===== src/rtl/instruction_fetch_unit.sv =====
// instruction_fetch_unit: owns the fetch PC and issues pipelined instruction
// memory requests under a credit limit. Returned words go into a small in-order
// FIFO that feeds the decoder. Redirects flush the FIFO and drop the responses
// that are still in flight.
module instruction_fetch_unit #(
  parameter logic [31:0] RESET_PC = 32'h0000_0000,
  parameter int          DEPTH    = 2
) (
  input  logic        iCLK,
  input  logic        iRST_N,
  output logic        oIMEM_REQ,
  output logic [31:0] oIMEM_ADDR,
  input  logic        iIMEM_GNT,
  input  logic        iIMEM_RVALID,
  input  logic [31:0] iIMEM_RDATA,
  input  logic        iREDIRECT,
  input  logic [31:0] iREDIRECT_PC,
  output logic        oIR_VALID,
  output logic [31:0] oIR,
  output logic [6:0]  oOpcode,
  output logic [31:0] oPC,
  input  logic        iIR_READY,
  output logic        oMISALIGN
);

  localparam int CNTW = $clog2(DEPTH) + 1;
  localparam int PTRW = $clog2(DEPTH);
  localparam logic [CNTW:0]   LIMIT   = (CNTW+1)'(DEPTH);
  localparam logic [PTRW-1:0] LASTPTR = PTRW'(DEPTH - 1);

  typedef enum logic [1:0] {S_BOOT, S_RUN, S_FLUSH} state_t;

  state_t          r_state;
  logic [31:0]     r_fetchPc;
  logic [31:0]     r_respPc;
  logic [CNTW-1:0] r_inflight;
  logic [CNTW-1:0] r_discard;
  logic [CNTW-1:0] r_count;
  logic [PTRW-1:0] r_rdPtr;
  logic [PTRW-1:0] r_wrPtr;
  logic [31:0]     r_memData [DEPTH];
  logic [31:0]     r_memPc   [DEPTH];
  logic            r_irValid;
  logic [31:0]     r_ir;
  logic [31:0]     r_pc;
  logic            r_misalign;

  logic            w_grant;
  logic            w_pop;
  logic            w_push;
  logic [CNTW:0]   w_used;
  logic [CNTW-1:0] w_inflightNext;
  logic [CNTW-1:0] w_discardDec;
  logic [CNTW-1:0] w_discardNext;
  logic [PTRW-1:0] w_rdPtrInc;
  logic [PTRW-1:0] w_wrPtrInc;
  logic [31:0]     w_redirectPc;

  // Entries held plus requests outstanding must never exceed the FIFO size,
  // so every response always has a slot waiting for it.
  assign w_used     = {1'b0, r_count} + {1'b0, r_inflight};
  assign oIMEM_REQ  = (r_state == S_RUN) && (w_used < LIMIT);
  assign oIMEM_ADDR = r_fetchPc;

  assign w_grant = oIMEM_REQ & iIMEM_GNT;
  assign w_pop   = r_irValid & iIR_READY;
  // A redirect in the same cycle wins over the returning word.
  assign w_push  = iIMEM_RVALID & (r_discard == '0) & ~iREDIRECT;

  assign w_inflightNext = r_inflight + CNTW'(w_grant) - CNTW'(iIMEM_RVALID);
  assign w_discardDec   = (iIMEM_RVALID && (r_discard != '0)) ? r_discard - CNTW'(1) : r_discard;
  // On redirect everything still owed by memory is stale and gets dropped.
  assign w_discardNext  = iREDIRECT ? w_inflightNext : w_discardDec;

  assign w_rdPtrInc   = (r_rdPtr == LASTPTR) ? '0 : r_rdPtr + PTRW'(1);
  assign w_wrPtrInc   = (r_wrPtr == LASTPTR) ? '0 : r_wrPtr + PTRW'(1);
  assign w_redirectPc = {iREDIRECT_PC[31:2], 2'b00};

  assign oIR_VALID = r_irValid;
  assign oIR       = r_ir;
  assign oOpcode   = r_ir[6:0];
  assign oPC       = r_pc;
  assign oMISALIGN = r_misalign;

  // Fetch FSM with PC, response-PC, in-flight and discard bookkeeping.
  always_ff @(posedge iCLK or negedge iRST_N) begin
    if (!iRST_N) begin
      r_state    <= S_BOOT;
      r_fetchPc  <= RESET_PC;
      r_respPc   <= RESET_PC;
      r_inflight <= '0;
      r_discard  <= '0;
      r_misalign <= 1'b0;
    end else begin
      r_inflight <= w_inflightNext;
      r_discard  <= w_discardNext;
      if (iREDIRECT) begin
        r_fetchPc  <= w_redirectPc;
        r_respPc   <= w_redirectPc;
        r_misalign <= |iREDIRECT_PC[1:0];
      end else begin
        if (w_grant) r_fetchPc <= r_fetchPc + 32'd4;
        if (w_push)  r_respPc  <= r_respPc + 32'd4;
      end
      case (r_state)
        S_BOOT:  r_state <= (w_discardNext != '0) ? S_FLUSH : S_RUN;
        S_RUN:   r_state <= (w_discardNext != '0) ? S_FLUSH : S_RUN;
        S_FLUSH: r_state <= (w_discardNext != '0) ? S_FLUSH : S_RUN;
        default: r_state <= S_BOOT;
      endcase
    end
  end

  // FIFO storage: each accepted word is written at the tail with its PC.
  always_ff @(posedge iCLK) begin
    if (w_push) begin
      r_memData[r_wrPtr] <= iIMEM_RDATA;
      r_memPc[r_wrPtr]   <= r_respPc;
    end
  end

  // FIFO pointers and occupancy; a redirect empties the queue outright.
  always_ff @(posedge iCLK or negedge iRST_N) begin
    if (!iRST_N) begin
      r_rdPtr <= '0;
      r_wrPtr <= '0;
      r_count <= '0;
    end else if (iREDIRECT) begin
      r_rdPtr <= '0;
      r_wrPtr <= '0;
      r_count <= '0;
    end else begin
      if (w_pop)  r_rdPtr <= w_rdPtrInc;
      if (w_push) r_wrPtr <= w_wrPtrInc;
      r_count <= r_count + CNTW'(w_push) - CNTW'(w_pop);
    end
  end

  // Registered copy of the FIFO head; holds the last word and PC when empty.
  always_ff @(posedge iCLK or negedge iRST_N) begin
    if (!iRST_N) begin
      r_irValid <= 1'b0;
      r_ir      <= '0;
      r_pc      <= RESET_PC;
    end else if (iREDIRECT) begin
      r_irValid <= 1'b0;
    end else if (w_pop && (r_count > CNTW'(1))) begin
      r_irValid <= 1'b1;
      r_ir      <= r_memData[w_rdPtrInc];
      r_pc      <= r_memPc[w_rdPtrInc];
    end else if (w_push && ((r_count == '0) || (w_pop && (r_count == CNTW'(1))))) begin
      r_irValid <= 1'b1;
      r_ir      <= iIMEM_RDATA;
      r_pc      <= r_respPc;
    end else if (w_pop) begin
      r_irValid <= 1'b0;
    end
  end

  // Memory must never return a word that was not requested.
  assert property (@(posedge iCLK) disable iff (!iRST_N) iIMEM_RVALID |-> (r_inflight != '0));

endmodule

===== config.mk =====
export PLATFORM = sky130hd
export DESIGN_NAME = instruction_fetch_unit
export DESIGN_NICKNAME = d
export VERILOG_FILES = /design/src/rtl/instruction_fetch_unit.sv
export SDC_FILE = /design/constraint.sdc
export NUM_CORES = 1
export LEC_CHECK = 0
export CAP_MARGIN = 15
export CORE_ASPECT_RATIO = 2
export CORE_MARGIN = 5
export CORE_UTILIZATION = 54
export CTS_CLUSTER_SIZE = 12
export DETAILED_ROUTE_END_ITERATION = 10
export PLACE_DENSITY = 0.9
export SYNTH_ARGS = -nofsm -noshare
export SYNTH_HDL_FRONTEND = slang
export SYNTH_SLANG_ARGS = --single-unit

===== constraint.sdc =====
create_clock -name iCLK -period 5.3 [get_ports iCLK]
set_input_delay 1.06 -clock iCLK [delete_from_list [all_inputs] [get_ports iCLK]]
set_output_delay 1.06 -clock iCLK [all_outputs]
set_load 0.005 [all_outputs]

; Word level (Yosys, flattened, before mapping)
; Memories as Yosys holds them, arrays and structs flattened.
; Index checks and enable logic that the tools add are counted.
[op_classes]
add_sub_neg = 10
order_cmp = 2
eq_ne = 3
mux = 25
bitwise = 5
n_reduce_logical = 19
[op_table]
columns = operator, count
row1 = 32-bit two-way mux, 8
row2 = 32-bit by 3-bit adder with 32-bit output (second input constant), 2
row3 = 1-bit two-way mux, 12
row4 = 2-bit nonzero test, 6
row5 = 2-bit two-way mux, 5
row6 = 2-bit logical NOT, 3
row7 = 1-bit logical AND, 5
row8 = 2-bit by 1-bit adder with 2-bit output, 2
row9 = 1-bit bitwise AND, 4
row10 = 2-bit by 1-bit equality test with 1-bit output (second input constant), 2
row11 = 4-bit nonzero test, 1
row12 = 2-bit by 1-bit subtractor with 2-bit output, 2
row13 = 2-bit by 2-bit adder with 3-bit output, 1
row14 = 3-bit by 2-bit less-than comparator with 1-bit output (second input constant), 1
row15 = 3-bit OR reduction, 1
row16 = 1-bit adder (second input constant), 2
row17 = 2-bit equality test (second input constant), 1
row18 = 2-bit by 1-bit > comparator with 1-bit output (second input constant), 1
row19 = 2-bit AND reduction, 1
row20 = 2-bit OR reduction, 1
row21 = 2-bit by 1-bit subtractor with 2-bit output (second input constant), 1
row22 = 1-bit logical OR, 1
row23 = 1-bit inverter, 1
[totals]
regBits = 140
ram_bits = 128
wordCells = 78
mem_count = 2
[memory_table]
columns = name, depth, width, read_ports, rd_ports_with_merged_regs, wr, line
row1 = r_memData, 2, 32, 1, 0, 1, 41  ; logic [31:0] r_memData [DEPTH];
row2 = r_memPc, 2, 32, 1, 0, 1, 42  ; logic [31:0] r_memPc [DEPTH];

; Depth between registers and ports, before layout
; Gate-level depths: netlist of the first run.
[logic_depth]
depth_word = 10
depth_mapped = 12
depth_no_buf = 11

; Worst setup path after synthesis of the first run
; No wires, ideal clock.
[synth_timing]
kind = input to register
from = input port iREDIRECT
to = memory r_memData[0][0], enable pin
arrival_ns = 4.394
slack_ns = 0.423
cell_stages = 5
n_path_buf = 2
path_cell_list = clkinv_1 clkbuf_1 clkbuf_1 nand2_1 nor2_1
[synth_between]
elab_chain_cells = 4
[synth_lines]
columns = element, line
row1 = from (decl), 16  ; input logic iREDIRECT,
row2 = 1-bit inverter (no line), --
row3 = 1-bit bitwise AND, 68  ; assign w_push = iIMEM_RVALID & (r_discard == '0) & ~iREDIRECT;
row4 = 1-bit two-way mux, 116  ; if (w_push) begin
row5 = 1-bit two-way mux (implied by the code), 117  ; r_memData[r_wrPtr] <= iIMEM_RDATA;
row6 = to (decl), 41
; Every way passes these cells.

; Worst setup path in the final report of the first run
[layout_timing]
from = register r_count[0]
to = output port oIMEM_REQ
[layout_between]
elab_chain_cells = 3
[layout_lines]
columns = element, line
row1 = from (decl), 38  ; logic [CNTW-1:0] r_count;
row2 = from (signal assigned), 135  ; r_count <= r_count + CNTW'(w_push) - CNTW'(w_pop);
row3 = 2-bit by 2-bit adder with 3-bit output, 61  ; assign w_used = {1'b0, r_count} + {1'b0, r_inflight};
row4 = 3-bit by 2-bit less-than comparator with 1-bit output, 62  ; assign oIMEM_REQ = (r_state == S_RUN) && (w_used < LIMIT);
row5 = 1-bit logical AND, 62
row6 = to (decl), 11  ; output logic oIMEM_REQ,
; Every way passes these cells.

==> key figures, run 1 <==
Critical path
  – CP Data Arrival Time: slightly below 3 ns
  – Nature of the critical path endpoint: output pin
  – WS Path Type: flop to output pin
  – Critical path peak fanout: 11
  – CP required: 4.24 ns
  – Crit start category: flop

Synthesis
  – Synth Cell Area: between 0.01 and 0.015 sq mm
  – Synth async-reset ratio: between 50% and 60%
  – Register area share after synthesis: 62.2%
  – Synthesized flop and latch total: roughly 260
  – Syn avg cell area: ~12 sq um
  – Number of synthesized flops with an enable pin: about 120
  – Count of different cell masters after synthesis: 52
  – Syn Inst Count: roughly 1,000
  – Synth Flop Type: dfrtp_1
  – Syn. warnings: 0

Cells and area
  – # fillers: 1,499
  – Multi-input gate area: around 0.004 sq mm
  – Core Util, Final: 67.1%
  – Share of cells above drive strength 1: between 6 and 7%
  – # nets final: between 1,000 and 1,500
  – N_diodes: 0
  – Area delta synth->final: 22.8%
  – Register Area: roughly 0.007 sq mm

Detailed routing
  – Initial DRT Pass Iterations: 5
  – Vias: a little over 8,000
  – Final ANT Viol Nets: 0
  – Average wire per standard cell: about 19 um
  – DR vias/cell: between 5 and 6
  – Final wirelength: around 27 mm
  – # DRC: 0
  – Initial drt markers: 480

Timing
  – Setup_tns: 0 ns
  – Worst clock skew: roughly 0.013 ns
  – Part of the cycle the worst path needs: between 70% and 80%
  – Final setup fails: 0
  – Final hold vios: 0
  – Max Freq: 248 MHz
  – RSZ-0062 raised after global routing: no
  – Min cycle time layout: between 4 and 5 ns
  – Relative slew slack: a little over a quarter
  – Worst Tran Pin Value: around 1.1 ns
  – Final Max Tran Viols: 0

Placement
  – Gp weighted congestion: 0.824
  – Number of port buffers: around 170
  – HPWL Detailed: between 15 and 20 mm

Power and ir drop
  – Total power: ~5.8 mW
  – Pwr dens: between 400 and 500 mW/mm^2
  – Leak Pwr: ~5.0 nW
  – Maximum VDD drop: approximately 0.0003 V

CTS
  – Setup bufs post-CTS: 0
  – Max Buffers Root-to-Sink: 3
  – Post-CTS sizing: 0
  – Worst skew pair latency: around 0.51 ns
  – Root buffer cell: clkbuf_16
  – Clock-pin slew on the worst setup and hold paths: approximately 0.06 ns
  – CTS tree: done
  – Num CTS Buffers: 25
  – Clock sink count: about 260
  – H-tree levels: 1
  – Hold bufs inserted after CTS: 0

Die
  – DIE AREA: approximately 0.024 sq mm
  – Chip Width: 113 um
  – IO Pins: ~180
  – DIE HEIGHT: 215 um
  – Starting Density: 54.6%
  – Core area: roughly 0.021 sq mm
  – # rows: 75

Global routing
  – Remaining Overflow, GRT: 0
  – Vias in the first global route: 8,374
  – First-pass GRT wire length: 42.7 mm
  – Initial antenna violation count: 0
  – GRT Overall Usage: between 20% and 30%
  – Pin count of the biggest net entering global routing: ~130

Job
  – Max cap viols: 0

Run status
  – Run status: complete, no violations

Worst hold path
  – Worst Hold Class: flop to flop
[metrics by stage]
stage / instance area, sq um / std cells / setup WS (ns) / hold slack (ns)
2_1_floorplan: 11400 / 989 / 0.423 / 0.426
3_3_place_gp: 13200 / 1367 / 1.66 / 0.443
3_5_place_dp: 13200 / 1367 / 1.62 / 0.452
4_1_cts: 14000 / 1412 / 1.26 / 0.462
5_1_grt: 14000 / 1414 / 1.17 / 0.492
6_report: 14000 / 1414 / 1.27 / 0.475
[state kept, by name, summed over array words and instances, names as in the netlist]
name / count
r_rdPtr: 1
r_state: 2
r_memPc: 60
oPC: 30
r_memData: 64
r_inflight: 2
oIR_VALID: 1
r_wrPtr: 1
oMISALIGN: 1
r_count: 2
oIMEM_ADDR: 30
oIR: 32
r_respPc: 30
r_discard: 2
[routing by layer]
layer | track usage [%] | routed length, um | up-vias
met5 | 0 | 0 | -
met4 | 10.3 | 1210 | 0
met3 | 2.56 | 1220 | 77
met2 | 40.2 | 14700 | 251
met1 | 24.2 | 9830 | 4047
li1 | - | - | 3881
[critical path, cell delays in order (launching register included)]
cell	delay, ns
dfrtp_1	0.40
and2_1	0.15
fa_1	0.43
or4b_1	0.74
inv_2	0.21
clkdlybuf4s50_1	0.53
[Yosys cell counts, types with 8 or more instances]
cell type	instances	area [sq um]
nor2_1	40	150
mux2i_1	66	661
and4_1	17	149
inv_1	12	45.0
a311oi_1	11	96.3
nor2b_1	8	50.1
edfxtp_1	124	3720
clkbuf_1	51	191
nor4_1	17	106
dfrtp_1	134	3350
a21oi_1	10	50.1
buf_4	11	82.6
nand2_1	147	552
a211oi_1	21	158
xnor2_1	19	166
nor3_1	27	135
nand3_1	15	75.1
nand4_1	24	150
o21ai_0	137	686
mux2_2	15	169
[area by class of cell]
type / count / share of cell area [%]
flip-flops and latches: 258 / 50.7
multi-input cells: 647 / 28.6
repair buffers: 181 / 12.9
clock buffers: 44 / 5.06
well taps: 269 / 2.41
inverters: 14 / 0.376
clock inverters: 1 / 0.0358
[worst paths after layout]
| check | startpoint | end | slack (ns) | depth (start not counted) |
|---|---|---|---|---|
| hold / removal | r_state[0] | r_state[0] | 0.48 | 1 |
| setup reg to reg | r_count[0] | r_state[1] | 1.83 | 11 |
| max in group asynchronous | iRST_N | oIR[14] | 3.55 | 2 |
| hold reg to reg | r_state[0] | r_state[0] | 0.48 | 1 |
| setup / recovery | r_count[0] | oIMEM_REQ | 1.27 | 5 |
| min in group asynchronous | iRST_N | oMISALIGN | 0.61 | 1 |
[logic make-up after synthesis]
| family | count (synthesis) | share of synthesized area [%] |
|---|---|---|
| simple gates | 329 | 14.2 |
| flops | 258 | 62.2 |
| compound gates | 199 | 10.2 |
| buf+inv | 84 | 3.16 |
| mux | 81 | 7.29 |
| xor+xnor | 26 | 2.00 |
| fa+ha+maj | 8 | 0.946 |
| other cells | 1 | 0.0330 |
[cell usage in the layout (no fill, tap or decap), types with 3 or more instances in the layout]
| cell | netlist | final |
|---|---|---|
| inv_1 | 12 | 12 |
| and3_1 | 7 | 5 |
| dfrtp_1 | 134 | 133 |
| conb_1 | 1 | 4 |
| edfxtp_1 | 124 | 124 |
| nor4_1 | 17 | 15 |
| a211oi_1 | 21 | 21 |
| nor2_1 | 40 | 39 |
| or3_1 | 6 | 6 |
| nand4_1 | 24 | 24 |
| a31oi_1 | 6 | 6 |
| and4b_1 | 4 | 4 |
| mux2i_1 | 66 | 66 |
| nor3_1 | 27 | 27 |
| buf_4 | 11 | 7 |
| o21ai_0 | 137 | 137 |
| a211o_1 | 3 | 3 |
| xnor2_1 | 19 | 19 |
| nand2_1 | 147 | 147 |
| and2_1 | 5 | 5 |
| ha_1 | 7 | 7 |
| clkdlybuf4s50_1 | 0 | 169 |
| nor2b_1 | 8 | 8 |
| xor2_1 | 7 | 7 |
| a21oi_1 | 10 | 10 |
| a311oi_1 | 11 | 11 |
| nand3_1 | 15 | 15 |
| mux2_2 | 15 | 15 |
| clkbuf_1 | 51 | 18 |
| clkbuf_16 | 0 | 25 |
| and4_1 | 17 | 17 |
[where the power goes]
part | total, mW | switching (mW) | internal (mW)
Sequential | 2.80 | 0.315 | 2.49
Combinational | 1.40 | 0.618 | 0.783
Clock | 1.59 | 0.694 | 0.896
Total | 5.79 | 1.63 | 4.17
(Power assumes the default switching activity.)
==> inputs of run 2 (changes only) <==
CORE_UTILIZATION = 49   (was 54)
PLACE_DENSITY = 0.87   (was 0.9)
clock period = 3.7 ns   (was 5.3 ns; I/O delays follow)
==> run 2 against run 1 <==
Compared with the run above: final cell count is 1.3% higher; via count shrank 0.82%; cell area up 0.82%; largest power group unchanged; die area up 9.5%; count of clock-buffer cells in the layout shrank 2; routed wire length decreased by 0.31%; critical path depth stayed put; highest routed layer unchanged; clock power grew 42%; combinational power grew 44%; total power up 43%.
==> key figures, run 2 (same netlist as run 1, synthesis figures left out) <==
Cells and area
  – Most frequent cells in the layout: 169 x clkdlybuf4s50_1, 147 x nand2_1, 137 x o21ai_0, 133 x dfrtp_1, 124 x edfxtp_1
  – Area delta synth->final: 23.8%
  – Max reg flops: 64 (unchanged)
  – Register Area: 0.00708 sq mm (unchanged)
  – Share of cells above drive strength 1: 6.27% (+0.24 points)
  – Core Util, Final: 60.9% (-6.2 points)
  – Commonest non-fill, non-tap cell in the layout: clkdlybuf4s50_1
  – # fillers: 1,864 (+24%)
  – Biggest register: r_memData
  – Multi-input gate area: 0.00399 sq mm (unchanged)
  – N_diodes: 0 (unchanged)
  – # nets final: 1,210 (+0.41%)

Global routing
  – Remaining Overflow, GRT: 0 (unchanged)
  – First-pass GRT wire length: 43.2 mm (+1.1%)
  – Initial antenna violation count: 0 (unchanged)
  – Vias in the first global route: 8,391 (+0.20%)
  – GRT Overall Usage: 19.9% (-1.8 points)
  – Pin count of the biggest net entering global routing: 86 (-31%)

Detailed routing
  – Vias: 8,188 (-0.82%)
  – Average wire per standard cell: 18.8 um (-1.6%)
  – Final ANT Viol Nets: 0 (unchanged)
  – Met3 WL: 1.09 mm (-11%)
  – Initial drt markers: 471 (-1.9%)
  – Final wirelength: 26.9 mm (-0.31%)
  – Top routing layer used: met4
  – # DRC: 0 (unchanged)
  – DR vias/cell: 5.72 (-2.1%)
  – WL met1: 9.79 mm (-0.50%)
  – Initial DRT Pass Iterations: 5 (unchanged)
  – Met2 wire len: 14.3 mm (-2.4%)

CTS
  – Root buffer cell: clkbuf_16
  – Post-CTS sizing: 0 (unchanged)
  – CTS tree: done
  – Max Buffers Root-to-Sink: 3 (unchanged)
  – Num CTS Buffers: 25 (unchanged)
  – H-tree levels: 1 (unchanged)
  – Setup bufs post-CTS: 0 (unchanged)
  – Clock sink count: 258 (unchanged)
  – Clock-pin slew on the worst setup and hold paths: 0.07 ns (about the same)
  – Worst skew pair latency: 0.52 ns (about the same)
  – Hold bufs inserted after CTS: 0 (unchanged)

Timing
  – Part of the cycle the worst path needs: 95.1%
  – Final Max Tran Viols: 0 (unchanged)
  – RSZ-0062 raised after global routing: no
  – Worst clock skew: 0.0218 ns (+0.00854 ns)
  – Max Freq: about 280 MHz
  – Final setup fails: 0 (unchanged)
  – Min cycle time layout: about 3.5 ns
  – Relative slew slack: 24.1% (-2.2 points)
  – Final hold vios: 0 (unchanged)
  – Setup_tns: 0 ns (unchanged)
  – Worst Setup Slack, final: 0.181 ns (-1.09 ns)
  – Worst Tran Pin Value: 1.14 ns (+0.0324 ns)

Die
  – Core area: 0.0231 sq mm (+11%)
  – Chip Width: 118 um (+4.5%)
  – DIE HEIGHT: 225 um (+4.7%)
  – Starting Density: 49.2% (-5.4 points)
  – IO Pins: 176 (unchanged)
  – # rows: 79 (+5.3%)
  – DIE AREA: 0.0265 sq mm (+9.5%)

Critical path
  – Nature of the critical path endpoint: output pin
  – WS Path Type: flop to output pin
  – Crit start category: flop
  – Worst R2R Setup Slack: 0.49 ns (-1.34 ns)
  – CP required: 2.96 ns (-1.28 ns)
  – Critical path peak fanout: 6 (-5)
  – CP Data Arrival Time: 2.78 ns (-0.19 ns)

Worst hold path
  – Worst Hold Class: input pin to async pin

Placement
  – Number of port buffers: 171 (unchanged)
  – HPWL Detailed: 18.4 mm (-1.4%)
  – Gp weighted congestion: 0.843 (+2.3%)
  – Placement Setup Slack: 0.515 ns (-1.10 ns)

Power and ir drop
  – Leak Pwr: 5.07 nW (+0.88%)
  – Maximum VDD drop: 0.000375 V (+28%)
  – Pwr dens: 589 mW/mm^2 (+42%)

Run status
  – Run status: complete, no violations

Job
  – Max cap viols: 0 (unchanged)
==> run 2: cell count changes in the layout (fill, tap and decap cells not counted), sizes merged <==
cell / previous run / this run
buf: 10 / 17
clkbuf: 46 / 42
clkinv: 1 / 2
==> run 2: layout make-up <==
cell class	instances	share of cell area (%)
Sequential cell	258	50.3
Multi-Input combinational cell	647	28.3
Timing Repair Buffer	186	13.5
Clock buffer	42	4.89
Tap cell	283	2.51
Inverter	14	0.373
Clock inverter	2	0.0533
==> run 2: stage by stage <==
| stage | std cells | area, sq um | hold slack [ns] | total power, mW |
|---|---|---|---|---|
| after floorplan | 989 | 11400 | 0.426 | 4.87 |
| after global placement | 1388 | 13400 | 0.460 | 6.01 |
| after detailed placement | 1388 | 13400 | 0.469 | 6.12 |
| after CTS | 1432 | 14100 | 0.298 | 8.38 |
| after global routing | 1432 | 14100 | 0.314 | 8.75 |
| final | 1432 | 14100 | 0.264 | 8.29 |
==> run 2: critical path, stage by stage (launching register included) <==
cell and delay [ns]:
dfrtp_1 0.39, and2_1 0.18, fa_1 0.44, or4b_1 0.55, inv_2 0.13, clkdlybuf4s50_1 0.56
==> run 2: power breakdown <==
part / internal, mW / leakage, nW / switching, mW
clock network: 1.26 / 0.331 / 0.998
registers: 3.56 / 2.73 / 0.453
logic: 1.16 / 2.01 / 0.867
==> run 2: path summary, 6_finish.rpt <==
kind / start / end / cells after the start
max in group asynchronous: iRST_N / r_state[1] / 2
setup reg to reg: r_inflight[0] / r_state[1] / 11
setup / recovery: r_inflight[0] / oIMEM_REQ / 5
hold / removal: iRST_N / oIR[6] / 1
hold reg to reg: oIR[17] / oIR[17] / 2
min in group iCLK: oIR[17] / oIR[17] / 2
==> run 2: layer usage <==
metal | vias to the layer above | GRT usage, %
met5 | - | 0
met3 | 87 | 2.49
met1 | 3969 | 22.0
met4 | 0 | 12.5
li1 | 3890 | -
met2 | 242 | 36.0
==> inputs of run 3 (changes only) <==
CELL_PAD_IN_SITES_DETAIL_PLACEMENT = 1   (was not set)
CELL_PAD_IN_SITES_GLOBAL_PLACEMENT = 2   (was not set)
CORE_UTILIZATION = 32   (was 49)
MAX_ROUTING_LAYER = met4   (was not set)
PLACE_DENSITY = 0.86   (was 0.87)
==> run 3 against run 2 <==
Compared with the run above: critical path depth unchanged; hold slack worse by 0.021 ns; via count up 0.76%; first-iteration DRC count is 19% lower; clock skew is 0.0045 ns lower.
==> key figures, run 3 (same netlist as run 1, synthesis figures left out) <==
Critical path
  – WS Path Type: flop to output pin
  – CP max-delay cell: or4b_1
  – CP required: 2.96 ns (about the same)
  – Critical path peak fanout: 6 (unchanged)
  – CP Data Arrival Time: 2.76 ns (-0.02 ns)
  – CP peak stage delay: 0.56 ns (about the same)
  – Crit start category: flop
  – Cell breakdown of the critical path: and2_1 > fa_1 > or4b_1 > inv_2 > clkdlybuf4s50_1
  – Nature of the critical path endpoint: output pin

CTS
  – CTS tree: done
  – H-tree levels: 1 (unchanged)
  – Max Buffers Root-to-Sink: 3 (unchanged)
  – Num CTS Buffers: 26 (+4.0%)
  – Root buffer cell: clkbuf_16
  – Setup bufs post-CTS: 0 (unchanged)
  – Hold bufs inserted after CTS: 0 (unchanged)
  – Post-CTS sizing: 0 (unchanged)
  – Worst skew pair latency: 0.54 ns (+0.02 ns)
  – Clock sink count: 258 (unchanged)
  – Clock-pin slew on the worst setup and hold paths: 0.06 ns (about the same)

Die
  – IO Pins: 176 (unchanged)
  – # rows: 97 (+23%)
  – DIE HEIGHT: 277 um (+23%)
  – DIE AREA: 0.0396 sq mm (+49%)
  – Chip Width: 143 um (+22%)
  – Starting Density: 32.4% (-17 points)
  – Core area: 0.0351 sq mm (+52%)

Detailed routing
  – Final ANT Viol Nets: 0 (unchanged)
  – Initial DRT Pass Iterations: 4 (-1)
  – Vias: 8,250 (+0.76%)
  – DR vias/cell: 5.15 (-10%)
  – Average wire per standard cell: 20.1 um (+7.0%)
  – Final wirelength: 32.2 mm (+20%)
  – Initial drt markers: 380 (-19%)
  – # DRC: 0 (unchanged)

Global routing
  – GRT Overall Usage: 16.6% (-3.3 points)
  – Vias in the first global route: 9,020 (+7.5%)
  – Remaining Overflow, GRT: 0 (unchanged)
  – Pin count of the biggest net entering global routing: 81 (-5.8%)
  – First-pass GRT wire length: 50.6 mm (+17%)
  – Initial antenna violation count: 1 (+1)

Placement
  – HPWL Detailed: 22.2 mm (+21%)
  – Number of port buffers: 171 (unchanged)
  – Gp weighted congestion: 0.823 (-2.3%)

Cells and area
  – Max reg flops: 64 (unchanged)
  – Area delta synth->final: 26.8%
  – Biggest register: r_memData
  – Share of cells above drive strength 1: 7.17% (+0.91 points)
  – Most frequent cells in the layout: 169 x clkdlybuf4s50_1, 147 x nand2_1, 137 x o21ai_0, 133 x dfrtp_1, 124 x edfxtp_1
  – Commonest non-fill, non-tap cell in the layout: clkdlybuf4s50_1
  – # nets final: 1,217 (+0.58%)
  – # fillers: 3,791 (+100%)

Timing
  – Final Max Tran Viols: 0 (unchanged)
  – Max Freq: 286 MHz (+0.52%)
  – Part of the cycle the worst path needs: 94.6% (-0.50 points)
  – Final hold vios: 0 (unchanged)
  – Setup_tns: 0 ns (unchanged)
  – Final setup fails: 0 (unchanged)
  – Worst clock skew: 0.0173 ns (-0.00452 ns)
  – Worst Tran Pin Value: 0.757 ns (-0.381 ns)
  – Hold WS: 0.243 ns (-0.0215 ns)
  – Min cycle time layout: 3.50 ns (-0.0183 ns)
  – RSZ-0062 raised after global routing: no
  – Relative slew slack: 49.6% (+25 points)

Power and ir drop
  – Leak Pwr: 5.14 nW (+1.3%)
  – Total power: 8.61 mW (+3.9%)
  – Pwr dens: 597 mW/mm^2 (+1.5%)
  – Maximum VDD drop: 0.000398 V (+6.2%)

Worst hold path
  – Worst Hold Class: input pin to async pin

Job
  – Max cap viols: 0 (unchanged)

Run status
  – Run status: complete, no violations
## run 3: report_power, final
group	internal (mW)	switching (mW)	total (mW)
sequential	3.56	0.421	3.98
combinational	1.15	0.968	2.12
clock	1.42	1.09	2.51
total	6.14	2.48	8.61
## run 3: worst paths after layout
| check | endpoint | cells after the start | slack (ns) | from |
|---|---|---|---|---|
| setup / recovery | oIMEM_REQ | 5 | 0.20 | r_inflight[0] |
| max in group asynchronous | oIR[11] | 2 | 2.64 | iRST_N |
| setup reg to reg | r_state[1] | 11 | 0.50 | r_inflight[0] |
| min in group iCLK | oPC[22] | 2 | 0.48 | oPC[22] |
| hold reg to reg | oPC[22] | 2 | 0.48 | oPC[22] |
| hold / removal | oMISALIGN | 1 | 0.24 | iRST_N |
## run 3: critical path, delay by kind of cell (launching register included)
family / cells / cell delay [ns]
adder cells (fa/ha/maj): 1 / 0.44
buffers and inverters: 2 / 0.68
flip-flops: 1 / 0.38
AND/OR/NAND/NOR: 2 / 0.73
## run 3: metal layers
layer | part of all wire, % | track usage (%) | wire, um
met1 | 37 | 17.9 | 12000
met2 | 56 | 30.4 | 18000
met3 | 3.2 | 1.80 | 1020
met4 | 3.8 | 6.81 | 1210
met5 | 0 | - | 0
## run 3: through the flow
step / utilization, % / instance area (sq um) / cells / setup WS [ns]
after floorplan: - / 11400 / 989 / 0.171
after global placement: 38.9 / 13600 / 1556 / 0.548
after detailed placement: 38.9 / 13600 / 1556 / 0.533
after CTS: 41.1 / 14400 / 1602 / 0.165
after global routing: 41.1 / 14400 / 1603 / 0.0950
final: 41.1 / 14400 / 1603 / 0.200
## run 3: layout make-up
cell class | count | area (sq um) | area share [%]
Antenna cell | 1 | 2.50 | 0.0174
Clock buffer | 42 | 732 | 5.08
Clock inverter | 4 | 47.5 | 0.330
Inverter | 14 | 52.6 | 0.364
Multi-Input combinational cell | 647 | 3990 | 27.7
Sequential cell | 258 | 7080 | 49.1
Tap cell | 445 | 557 | 3.86
Timing Repair Buffer | 192 | 1950 | 13.5
